## src/rtl/inc_dec_pkg.sv

```systemverilog
// rtl/inc_dec_pkg.sv - shared FSM encoding and elaboration helpers for the inc/dec register bank
package inc_dec_pkg;

  typedef enum logic [1:0] {
    ST_IDLE   = 2'd0,
    ST_DELAY  = 2'd1,
    ST_REPEAT = 2'd2
  } state_e;

  function automatic int clog2(input int value);
    int r;
    r = 0;
    while ((1 << r) < value) r++;
    return r;
  endfunction

  function automatic int ch_lsb(input int ch, input int bits);
    return ch * bits;
  endfunction

endpackage

```

## src/rtl/inc_dec_step_calc.sv

```systemverilog
// rtl/inc_dec_step_calc.sv - combinational one-step next value for a single channel
module inc_dec_step_calc #(
  parameter int BITS_NUM = 8,
  parameter int STEP     = 1,
  parameter int MIN_VAL  = 0,
  parameter int MAX_VAL  = 2**BITS_NUM-1,
  parameter int WRAP_EN  = 0
) (
  input  logic [BITS_NUM-1:0] q_i,
  input  logic                dir_i,
  input  logic                mode_i,
  output logic [BITS_NUM-1:0] q_o
);

  localparam int N = BITS_NUM + 1;
  localparam logic [N-1:0] STEP_W    = N'(STEP);
  localparam logic [N-1:0] MIN_W     = N'(MIN_VAL);
  localparam logic [N-1:0] MAX_W     = N'(MAX_VAL);
  localparam logic [N-1:0] DEC_THR_W = N'(MIN_VAL + STEP);
  localparam logic [N-1:0] RANGE_W   = N'(MAX_VAL - MIN_VAL + 1);
  localparam logic [N-1:0] DEC_BASE_W = N'(MAX_VAL - MIN_VAL - STEP + 1);

  logic [N-1:0] q_w;
  logic [N-1:0] sum_w;
  logic [N-1:0] res_w;
  logic         wrap;
  logic         unused_msb;

  // Wrapping needs both the build-time capability and the runtime mode select.
  assign wrap = mode_i && (WRAP_EN != 0);

  always_comb begin
    q_w   = {1'b0, q_i};
    sum_w = q_w + STEP_W;
    res_w = q_w;
    if (dir_i) begin
      if (sum_w > MAX_W) res_w = wrap ? (sum_w - RANGE_W) : MAX_W;
      else               res_w = sum_w;
    end else begin
      if (q_w < DEC_THR_W) res_w = wrap ? (DEC_BASE_W + q_w) : MIN_W;
      else                 res_w = q_w - STEP_W;
    end
  end

  assign q_o        = res_w[BITS_NUM-1:0];
  assign unused_msb = res_w[N-1];

endmodule

```

## src/rtl/inc_dec_reg_bank.sv

```systemverilog
// rtl/inc_dec_reg_bank.sv - multi-channel up/down register bank with limits and hold-to-repeat
module inc_dec_reg_bank
  import inc_dec_pkg::*;
#(
  parameter int BITS_NUM      = 8,
  parameter int CH_NUM        = 4,
  parameter int STEP          = 1,
  parameter int MIN_VAL       = 0,
  parameter int MAX_VAL       = 2**BITS_NUM-1,
  parameter int RESET_VAL     = 0,
  parameter int WRAP_EN       = 0,
  parameter int HOLD_CYCLES   = 8,
  parameter int REPEAT_CYCLES = 2,
  localparam int CW = (CH_NUM > 1) ? clog2(CH_NUM) : 1
) (
  input  logic                       CLK,
  input  logic                       RST_N,
  input  logic                       CLR,
  input  logic                       CE,
  input  logic [CW-1:0]              CH_SEL,
  input  logic                       INC_EN,
  input  logic                       DEC_EN,
  input  logic                       LOAD_EN,
  input  logic [BITS_NUM-1:0]        LOAD_VAL,
  output logic [CH_NUM*BITS_NUM-1:0] Q,
  output logic [CH_NUM-1:0]          AT_MIN,
  output logic [CH_NUM-1:0]          AT_MAX,
  output logic                       STEP_PULSE
);

  localparam int TMAX = (HOLD_CYCLES > REPEAT_CYCLES) ? HOLD_CYCLES : REPEAT_CYCLES;
  localparam int TW   = clog2(TMAX + 1);
  localparam logic [TW-1:0]       HOLD_T  = TW'(HOLD_CYCLES - 1);
  localparam logic [TW-1:0]       REP_T   = TW'(REPEAT_CYCLES - 1);
  localparam logic [TW-1:0]       ONE_T   = TW'(1);
  localparam logic [BITS_NUM-1:0] MIN_B   = BITS_NUM'(MIN_VAL);
  localparam logic [BITS_NUM-1:0] MAX_B   = BITS_NUM'(MAX_VAL);
  localparam logic [BITS_NUM-1:0] RESET_B = BITS_NUM'(RESET_VAL);

  state_e              state_q, state_d;
  logic [TW-1:0]       timer_q, timer_d;
  logic                dir_q, dir_d;
  logic [CW-1:0]       ch_q, ch_d;
  logic [BITS_NUM-1:0] val_q [CH_NUM];
  logic                pulse_q;

  logic                sel_valid;
  logic                req;
  logic                press_new;
  logic                step_en;
  logic                load_en;
  logic [BITS_NUM-1:0] sel_val;
  logic [BITS_NUM-1:0] step_val;
  logic [BITS_NUM-1:0] load_clamped;

  // Out-of-range selects (non power-of-two CH_NUM) are ignored rather than aliased.
  assign sel_valid = int'(CH_SEL) < CH_NUM;
  assign sel_val   = sel_valid ? val_q[CH_SEL] : '0;
  assign req       = (INC_EN ^ DEC_EN) & sel_valid;
  assign press_new = req && ((state_q == ST_IDLE) || (INC_EN != dir_q) || (CH_SEL != ch_q));

  assign load_clamped = (int'(LOAD_VAL) < MIN_VAL) ? MIN_B :
                        (int'(LOAD_VAL) > MAX_VAL) ? MAX_B : LOAD_VAL;

  inc_dec_step_calc #(
    .BITS_NUM (BITS_NUM),
    .STEP     (STEP),
    .MIN_VAL  (MIN_VAL),
    .MAX_VAL  (MAX_VAL),
    .WRAP_EN  (WRAP_EN)
  ) u_step_calc (
    .q_i    (sel_val),
    .dir_i  (INC_EN),
    .mode_i (WRAP_EN != 0),
    .q_o    (step_val)
  );

  always_comb begin
    state_d = state_q;
    timer_d = timer_q;
    dir_d   = dir_q;
    ch_d    = ch_q;
    step_en = 1'b0;
    load_en = 1'b0;
    if (CLR) begin
      state_d = ST_IDLE;
      timer_d = '0;
    end else if (CE) begin
      if (LOAD_EN) begin
        load_en = sel_valid;
        state_d = ST_IDLE;
        timer_d = '0;
      end else if (!req) begin
        state_d = ST_IDLE;
      end else if (press_new) begin
        step_en = 1'b1;
        dir_d   = INC_EN;
        ch_d    = CH_SEL;
        timer_d = HOLD_T;
        state_d = ST_DELAY;
      end else if (timer_q == '0) begin
        step_en = 1'b1;
        timer_d = REP_T;
        state_d = ST_REPEAT;
      end else begin
        timer_d = timer_q - ONE_T;
      end
    end
  end

  always_ff @(posedge CLK or negedge RST_N) begin
    if (!RST_N) begin
      state_q <= ST_IDLE;
      timer_q <= '0;
      dir_q   <= 1'b0;
      ch_q    <= '0;
      pulse_q <= 1'b0;
      for (int i = 0; i < CH_NUM; i++) val_q[i] <= RESET_B;
    end else begin
      state_q <= state_d;
      timer_q <= timer_d;
      dir_q   <= dir_d;
      ch_q    <= ch_d;
      pulse_q <= step_en;
      if (CLR) begin
        for (int i = 0; i < CH_NUM; i++) val_q[i] <= RESET_B;
      end else if (load_en) begin
        val_q[CH_SEL] <= load_clamped;
      end else if (step_en) begin
        val_q[CH_SEL] <= step_val;
      end
    end
  end

  for (genvar i = 0; i < CH_NUM; i++) begin : g_ch
    assign Q[ch_lsb(i, BITS_NUM) +: BITS_NUM] = val_q[i];
    assign AT_MIN[i] = (val_q[i] == MIN_B);
    assign AT_MAX[i] = (val_q[i] == MAX_B);
  end

  assign STEP_PULSE = pulse_q;

endmodule

```

## config.mk

```make
export PLATFORM = sky130hd
export DESIGN_NAME = inc_dec_reg_bank
export DESIGN_NICKNAME = d
export VERILOG_FILES = /design/src/rtl/inc_dec_pkg.sv /design/src/rtl/inc_dec_step_calc.sv /design/src/rtl/inc_dec_reg_bank.sv
export SDC_FILE = /design/constraint.sdc
export NUM_CORES = 1
export LEC_CHECK = 0
export BUFFER_PORTS_ARGS = -buffer_cell sky130_fd_sc_hd__buf_2
export CORE_MARGIN = 2
export CORE_UTILIZATION = 25
export CTS_BUF_LIST = sky130_fd_sc_hd__clkbuf_8
export DETAILED_ROUTE_END_ITERATION = 6
export SKIP_CTS_REPAIR_TIMING = 1
export SKIP_LAST_GASP = 1
export SLEW_MARGIN = 0
export SYNTH_ARGS = -nofsm -noshare
export SYNTH_HDL_FRONTEND = slang
export SYNTH_SLANG_ARGS = --single-unit
```

## constraint.sdc

```tcl
create_clock -name CLK -period 5.3 [get_ports CLK]
set_clock_uncertainty 0.15 [all_clocks]
set_input_delay 1.06 -clock CLK [delete_from_list [all_inputs] [get_ports CLK]]
set_output_delay 1.06 -clock CLK [all_outputs]
set_load 0.005 [all_outputs]
```

==> impl_metrics.toml, run 1 <==
[outcome]
status = "completed"

[detailed_routing]
via_per_inst = 5.37
drc = 0
drt_pass1_iterations = 4
drt-initial-drc-count = 187
wl_per_cell_um = 17.4
ant_nets = 0
vias = 2571
drt_wl_total_um = 8350

[floorplanning]
core_mm2 = 0.0103
start_util = 0.257
fp.dieH_um = 107
die_area_mm2 = 0.0115
num_io_pins = 58
placementRows = 37
die_width_um = 107

[global_route]
grt_max_degree = 43
grt_pass1_vias = 2444
antenna_found_initial = 0
overflow = 0
grt_usage = 0.149
grt_pass1_wl_um = 13400

[yosys]
synth_area_leaders = "dfrtp_1, nand2_1, o21ai_0"
syn_inst = 288
synth.distinct_cells = 58
async_flop_share = 1.00
syn-num-nets = 307
yosysMostFrequentCell = "nand2_1"
synth_seq_cells = 42
netlist.area_leader.share = 0.396
avgSynthCellArea_um2 = 9.22
ys_seq_area_frac = 0.396
syn_area_mm2 = 0.00266
synth-edff-count = 0
yosys_warnings = 0
synth_area_leader_cell = "dfrtp_1"
synth_top_cells_by_count = "nand2_1, dfrtp_1, o21ai_0, nor2_1"
ys.flop_type = "dfrtp_1"

[final_layout]
multi_input_area_mm2 = 0.00153
fin_cells = 479
num-fill-cells = 1126
ff_latch_area_mm2 = 0.00105
nets = 361
area.growth.synth_to_final_pct = 19.0
n_antenna_cell = 0
drive_gt1_frac = 0.236

[worst_setup_path]
required_ps = 5390
cpMostUsedCell = "o21ai_0"
worstSetupPathType = "input pin to flop"
startpoint_type = "input pin"
cp_top_family = "compound AO/OA/AOI/OAI gates"
max_stage_delay_ps = 780
worstSetupEndpointType = "flop"
crit_slowest_cell = "a2bb2oi_1"
crit_path_max_fanout = 17
cp.arrival_ps = 3850
worstPathCellList = "buf_2 -> xor2_1 -> o21ai_0 -> a2bb2oi_1 -> o21ai_0 -> a211oi_1 -> a32o_1"
worst-path-buf-inv = 1

[run]
maxCapViolCount = 0

[placed_design]
dp.cells = 471
place_congestion = 0.927
portBuffers = 57
hpwlAfterDp_um = 6430

[clock_tree]
htree_num_levels = 2
cts.path.max_buffers = 2
clk_pin_slew_worst_paths_ps = 90
clockRootBuffer = "clkbuf_8"
clock_sinks = 42
clk_latency_ps = 300
numCtsBuffers = 5
tritoncts = "done"

[sta]
setup_viol = 0
hold_violations = 0
rsz0062_at_grt = "false"
report.final.slew_viol_count = 0
fin_crit_sh = 0.710
period_needed_ps = 3760
setup-tns-final_ps = 0
tightest_slew_ps = 958
maxClockFrequency_ghz = 0.266
relSlewSlack = 0.361

[pwr]
p_leak_uw = 0.00143
clkPwrFrac = 0.268
p_int_uw = 550
sw_frac_of_total = 0.356
power.switching_uw = 304
powerDensity_mw_per_mm2 = 270
combPwrFrac = 0.285
vdd_ir_drop_max_mv = 0.0893
p_seq_frac = 0.447

[worst_hold_path]
hp-class = "flop to flop"
cells by family after synthesis:
| group | after synthesis | synth area share |
|---|---|---|
| flops | 42 | 0.396 |
| simple gates | 120 | 0.230 |
| compound gates | 85 | 0.210 |
| buf+inv | 16 | 0.0264 |
| xor+xnor | 7 | 0.0231 |
| fa+ha+maj | 2 | 0.00942 |
| mux | 16 | 0.105 |
path summary, 6_finish.rpt:
check	from	to	slack, ps	cells past startpoint
min in group asynchronous	RST_N	Q[10]$_DFFE_PN0P_	740	1
min reg2reg	state_q[0]$_DFFE_PN0P_	state_q[0]$_DFFE_PN0P_	360	2
max in group asynchronous	RST_N	state_q[0]$_DFFE_PN0P_	3650	1
max reg2reg	timer_q[0]$_DFFE_PN0P_	Q[5]$_DFFE_PN0P_	2080	6
min	state_q[0]$_DFFE_PN0P_	state_q[0]$_DFFE_PN0P_	360	2
max	INC_EN	Q[5]$_DFFE_PN0P_	1540	7
tightest hold or removal path: cells and delay by family, from the launching register on:
kind | cells | cell delay, ps
and+or+nand+nor | 2 | 130
DFF | 1 | 360
final cells by class:
type                       instances  area share
multi-input combinational        230       0.485
sequential                        42       0.333
timing repair buffer              57      0.0903
tap                              136      0.0538
clock buffer                       5      0.0218
clock inverter                     3     0.00911
inverter                           6     0.00713
metrics by stage:
stage	area (um^2)	total power [uW]	hold slack (ps)	setup slack (ps)	util
after floorplan	2660	534	319	1940	-
after global placement	3060	625	343	1310	0.297
after detailed placement	3060	629	352	1250	0.297
after CTS	3160	859	372	1570	0.306
after global routing	3160	910	406	1260	0.306
final	3160	854	361	1540	0.306
layer usage:
layer / global-route usage / share of wire
met1: 0.206 / 0.45
met4: 0.0473 / 0.023
met3: 0.0237 / 0.058
met5: 0 / 0
met2: 0.238 / 0.47
state kept, by name (all words and copies together), names as in the netlist:
signal      count
Q              32
ch_q            2
timer_q         4
dir_q           1
STEP_PULSE      1
state_q         2
power groups by stage:
stage	clock network (uW)	registers, uW	logic, uW
floorplan	0	376	158
global placement	0	386	239
detailed placement	0	387	242
CTS	235	381	243
global route	255	386	270
finish	229	381	243
cell usage in the layout (no fill, tap or decap), types with 5 or more instances in the layout:
cell type	synthesis	final
buf_2	2	57
nand2_1	44	44
dfrtp_1	42	42
o21ai_0	31	31
nor2_1	22	22
a21oi_1	11	11
nand4_1	11	11
or4_1	9	9
nand3_1	7	7
inv_1	6	6
xnor2_1	5	5
clkbuf_8	0	5
Power figures use the tool's default switching activity.
==> run 2, diff against run 1 <==
--- a/config.mk
+++ b/config.mk
@@ -5,6 +5,7 @@
 export SDC_FILE = /design/constraint.sdc
 export NUM_CORES = 1
 export LEC_CHECK = 0
+export ABC_AREA = 1
 export BUFFER_PORTS_ARGS = -buffer_cell sky130_fd_sc_hd__buf_2
 export CORE_MARGIN = 2
 export CORE_UTILIZATION = 25
==> constraint.sdc (replaced) <==
create_clock -name CLK -period 3.8 [get_ports CLK]
set_clock_uncertainty 0.15 [all_clocks]
set_input_delay 0.76 -clock CLK [delete_from_list [all_inputs] [get_ports CLK]]
set_output_delay 0.76 -clock CLK [all_outputs]
set_load 0.005 [all_outputs]
==> run 2 against run 1 <==
Effect of this change: hold slack worse by 32 ps; critical path type unchanged; count of clock-buffer cells in the layout is 1 higher; worst setup slack worse by 810 ps; sequential cell count stayed put.
==> impl_metrics.toml, run 2 <==
[yosys]
netlist.area_leader.share = 0.333
syn_area_mm2 = 0.00315
synth_top_cells_by_count = "nand2_1, nor2_1, dfrtp_1, inv_1, nand3_1"
syn-num-nets = 499
yosysMostFrequentCell = "nand2_1"
synth_seq_cells = 42
ys_seq_area_frac = 0.333
yosys_warnings = 0
synth-edff-count = 0
synth_area_leaders = "dfrtp_1, nand2_1, nor2_1"
avgSynthCellArea_um2 = 6.59
syn_inst = 479
async_flop_share = 1.00
synth.distinct_cells = 34
ys.flop_type = "dfrtp_1"
synth_area_leader_cell = "dfrtp_1"

[global_route]
antenna_found_initial = 0
grt_usage = 0.149
grt_pass1_wl_um = 15800
grt_pass1_vias = 2937
overflow = 0
grt_max_degree = 43

[sta]
setup_viol = 0
period_needed_ps = 3070
tightest_slew_ps = 1270
setup-tns-final_ps = 0
hold-worst-slack_ps = 329
rsz0062_at_grt = "false"
maxClockFrequency_ghz = 0.326
report.final.slew_viol_count = 0
relSlewSlack = 0.144
hold_violations = 0
fin_crit_sh = 0.808

[detailed_routing]
drt_wl_total_um = 9870
drt-initial-drc-count = 216
drt_pass1_iterations = 4
drc = 0
vias = 3269
via_per_inst = 4.62
wl_per_cell_um = 14.0
ant_nets = 0

[final_layout]
area.growth.synth_to_final_pct = 16.6
final_area_mm2 = 0.00368
fin_cells = 707
final_common_cell = "nand2_1"
n_antenna_cell = 0
final_cell_mix = "nand2_1, nor2_1, buf_2, dfrtp_1, inv_1"
drive_gt1_frac = 0.207
largest_register_ff_count = 32
nets = 554

[placed_design]
place_congestion = 0.814
postPlaceCellArea_mm2 = 0.00359
portBuffers = 57
hpwlAfterDp_um = 7650
dp.cells = 699

[worst_setup_path]
worstSetupEndpointType = "flop"
max_stage_delay_ps = 480
cp_top_family = "compound AO/OA/AOI/OAI gates"
worst-path-buf-inv = 2
worstSetupPathType = "input pin to flop"
worstPathCellList = "buf_2 -> xor2_1 -> nor2_1 -> nand2_1 -> nand2_1 -> nand2_1 -> inv_1 -> nor2_1 -> nand3_1 -> o21ai_0 -> o21ai_0 -> nor2_1 -> nand2_1 -> nand2_1"
required_ps = 3880
cpMostUsedCell = "nand2_1"
cp.arrival_ps = 3150
crit_path_max_fanout = 21
startpoint_type = "input pin"
crit_slowest_cell = "o21ai_0"

[pwr]
vdd_ir_drop_max_mv = 0.171
power_uw = 1310
p_leak_uw = 0.00200
powerDensity_mw_per_mm2 = 356

[clock_tree]
clk_pin_slew_worst_paths_ps = 80
cts.path.max_buffers = 2
clock_sinks = 42
numCtsBuffers = 5
tritoncts = "done"
htree_num_levels = 2
clockRootBuffer = "clkbuf_8"
clk_latency_ps = 300

[floorplanning]
start_util = 0.253
die_width_um = 116
fp.dieH_um = 116
num_io_pins = 58
die_area_mm2 = 0.0135
core_mm2 = 0.0125
placementRows = 41

[outcome]
status = "completed"

[worst_hold_path]
hp-class = "flop to flop"

[run]
maxCapViolCount = 0
## run 2: metal layers
layer / share of wire / GRT usage / vias up / wire length [um]
li1: - / - / 1633 / -
met1: 0.47 / 0.218 / 1526 / 4620
met2: 0.47 / 0.233 / 98 / 4640
met3: 0.045 / 0.0114 / 12 / 440
met4: 0.017 / 0.0468 / 0 / 166
met5: 0 / 0 / - / 0
## run 2: path summary, 6_finish.rpt
check,from,endpoint,slack [ps],depth (start not counted)
worst min register to register,timer_q[1]$_DFFE_PN0P_,timer_q[1]$_DFFE_PN0P_,330,2
worst max-delay path,CH_SEL[0],Q[2]$_DFFE_PN0P_,730,14
worst min-delay path,timer_q[1]$_DFFE_PN0P_,timer_q[1]$_DFFE_PN0P_,330,2
worst max register to register,timer_q[0]$_DFFE_PN0P_,Q[2]$_DFFE_PN0P_,1130,15
max in group asynchronous,RST_N,dir_q$_DFFE_PN0P_,2430,1
min in group asynchronous,RST_N,timer_q[1]$_DFFE_PN0P_,470,1
## run 2: cell type report
| class | instances | area, um^2 |
|---|---|---|
| Tap cell | 172 | 215 |
| Clock buffer | 6 | 82.6 |
| Fill cell | 1382 | 8790 |
| Clock inverter | 2 | 8.76 |
| Sequential cell | 42 | 1050 |
| Inverter | 36 | 135 |
| Timing Repair Buffer | 58 | 293 |
| Multi-Input combinational cell | 391 | 1890 |
## run 2: logic make-up (layout without fill, tap and decap cells)
family / Yosys count / in the layout / synth area share
compound gates: 40 / 40 / 0.0655
buf+inv: 46 / 102 / 0.0666
flops: 42 / 42 / 0.333
fa+ha+maj: 3 / 3 / 0.0119
simple gates: 340 / 340 / 0.501
xor+xnor: 8 / 8 / 0.0222
## run 2: report_power, final
group | switching [uW] | internal, uW | leakage [uW]
logic | 285 | 165 | 0.00138
registers | 69.5 | 490 | 0.000570
clock network | 158 | 144 | 0.0000524
## run 2: tightest hold or removal path: cells and delay by family (launching register included)
family | cells | cell delay [ps]
and+or+nand+nor | 2 | 100
DFF | 1 | 350
## run 2: metrics by stage
stage	utilization	worst slack (ps)
2_1_floorplan	-	1100
3_3_place_gp	0.288	435
3_5_place_dp	0.288	412
4_1_cts	0.295	710
5_1_grt	0.295	382
6_report	0.295	731
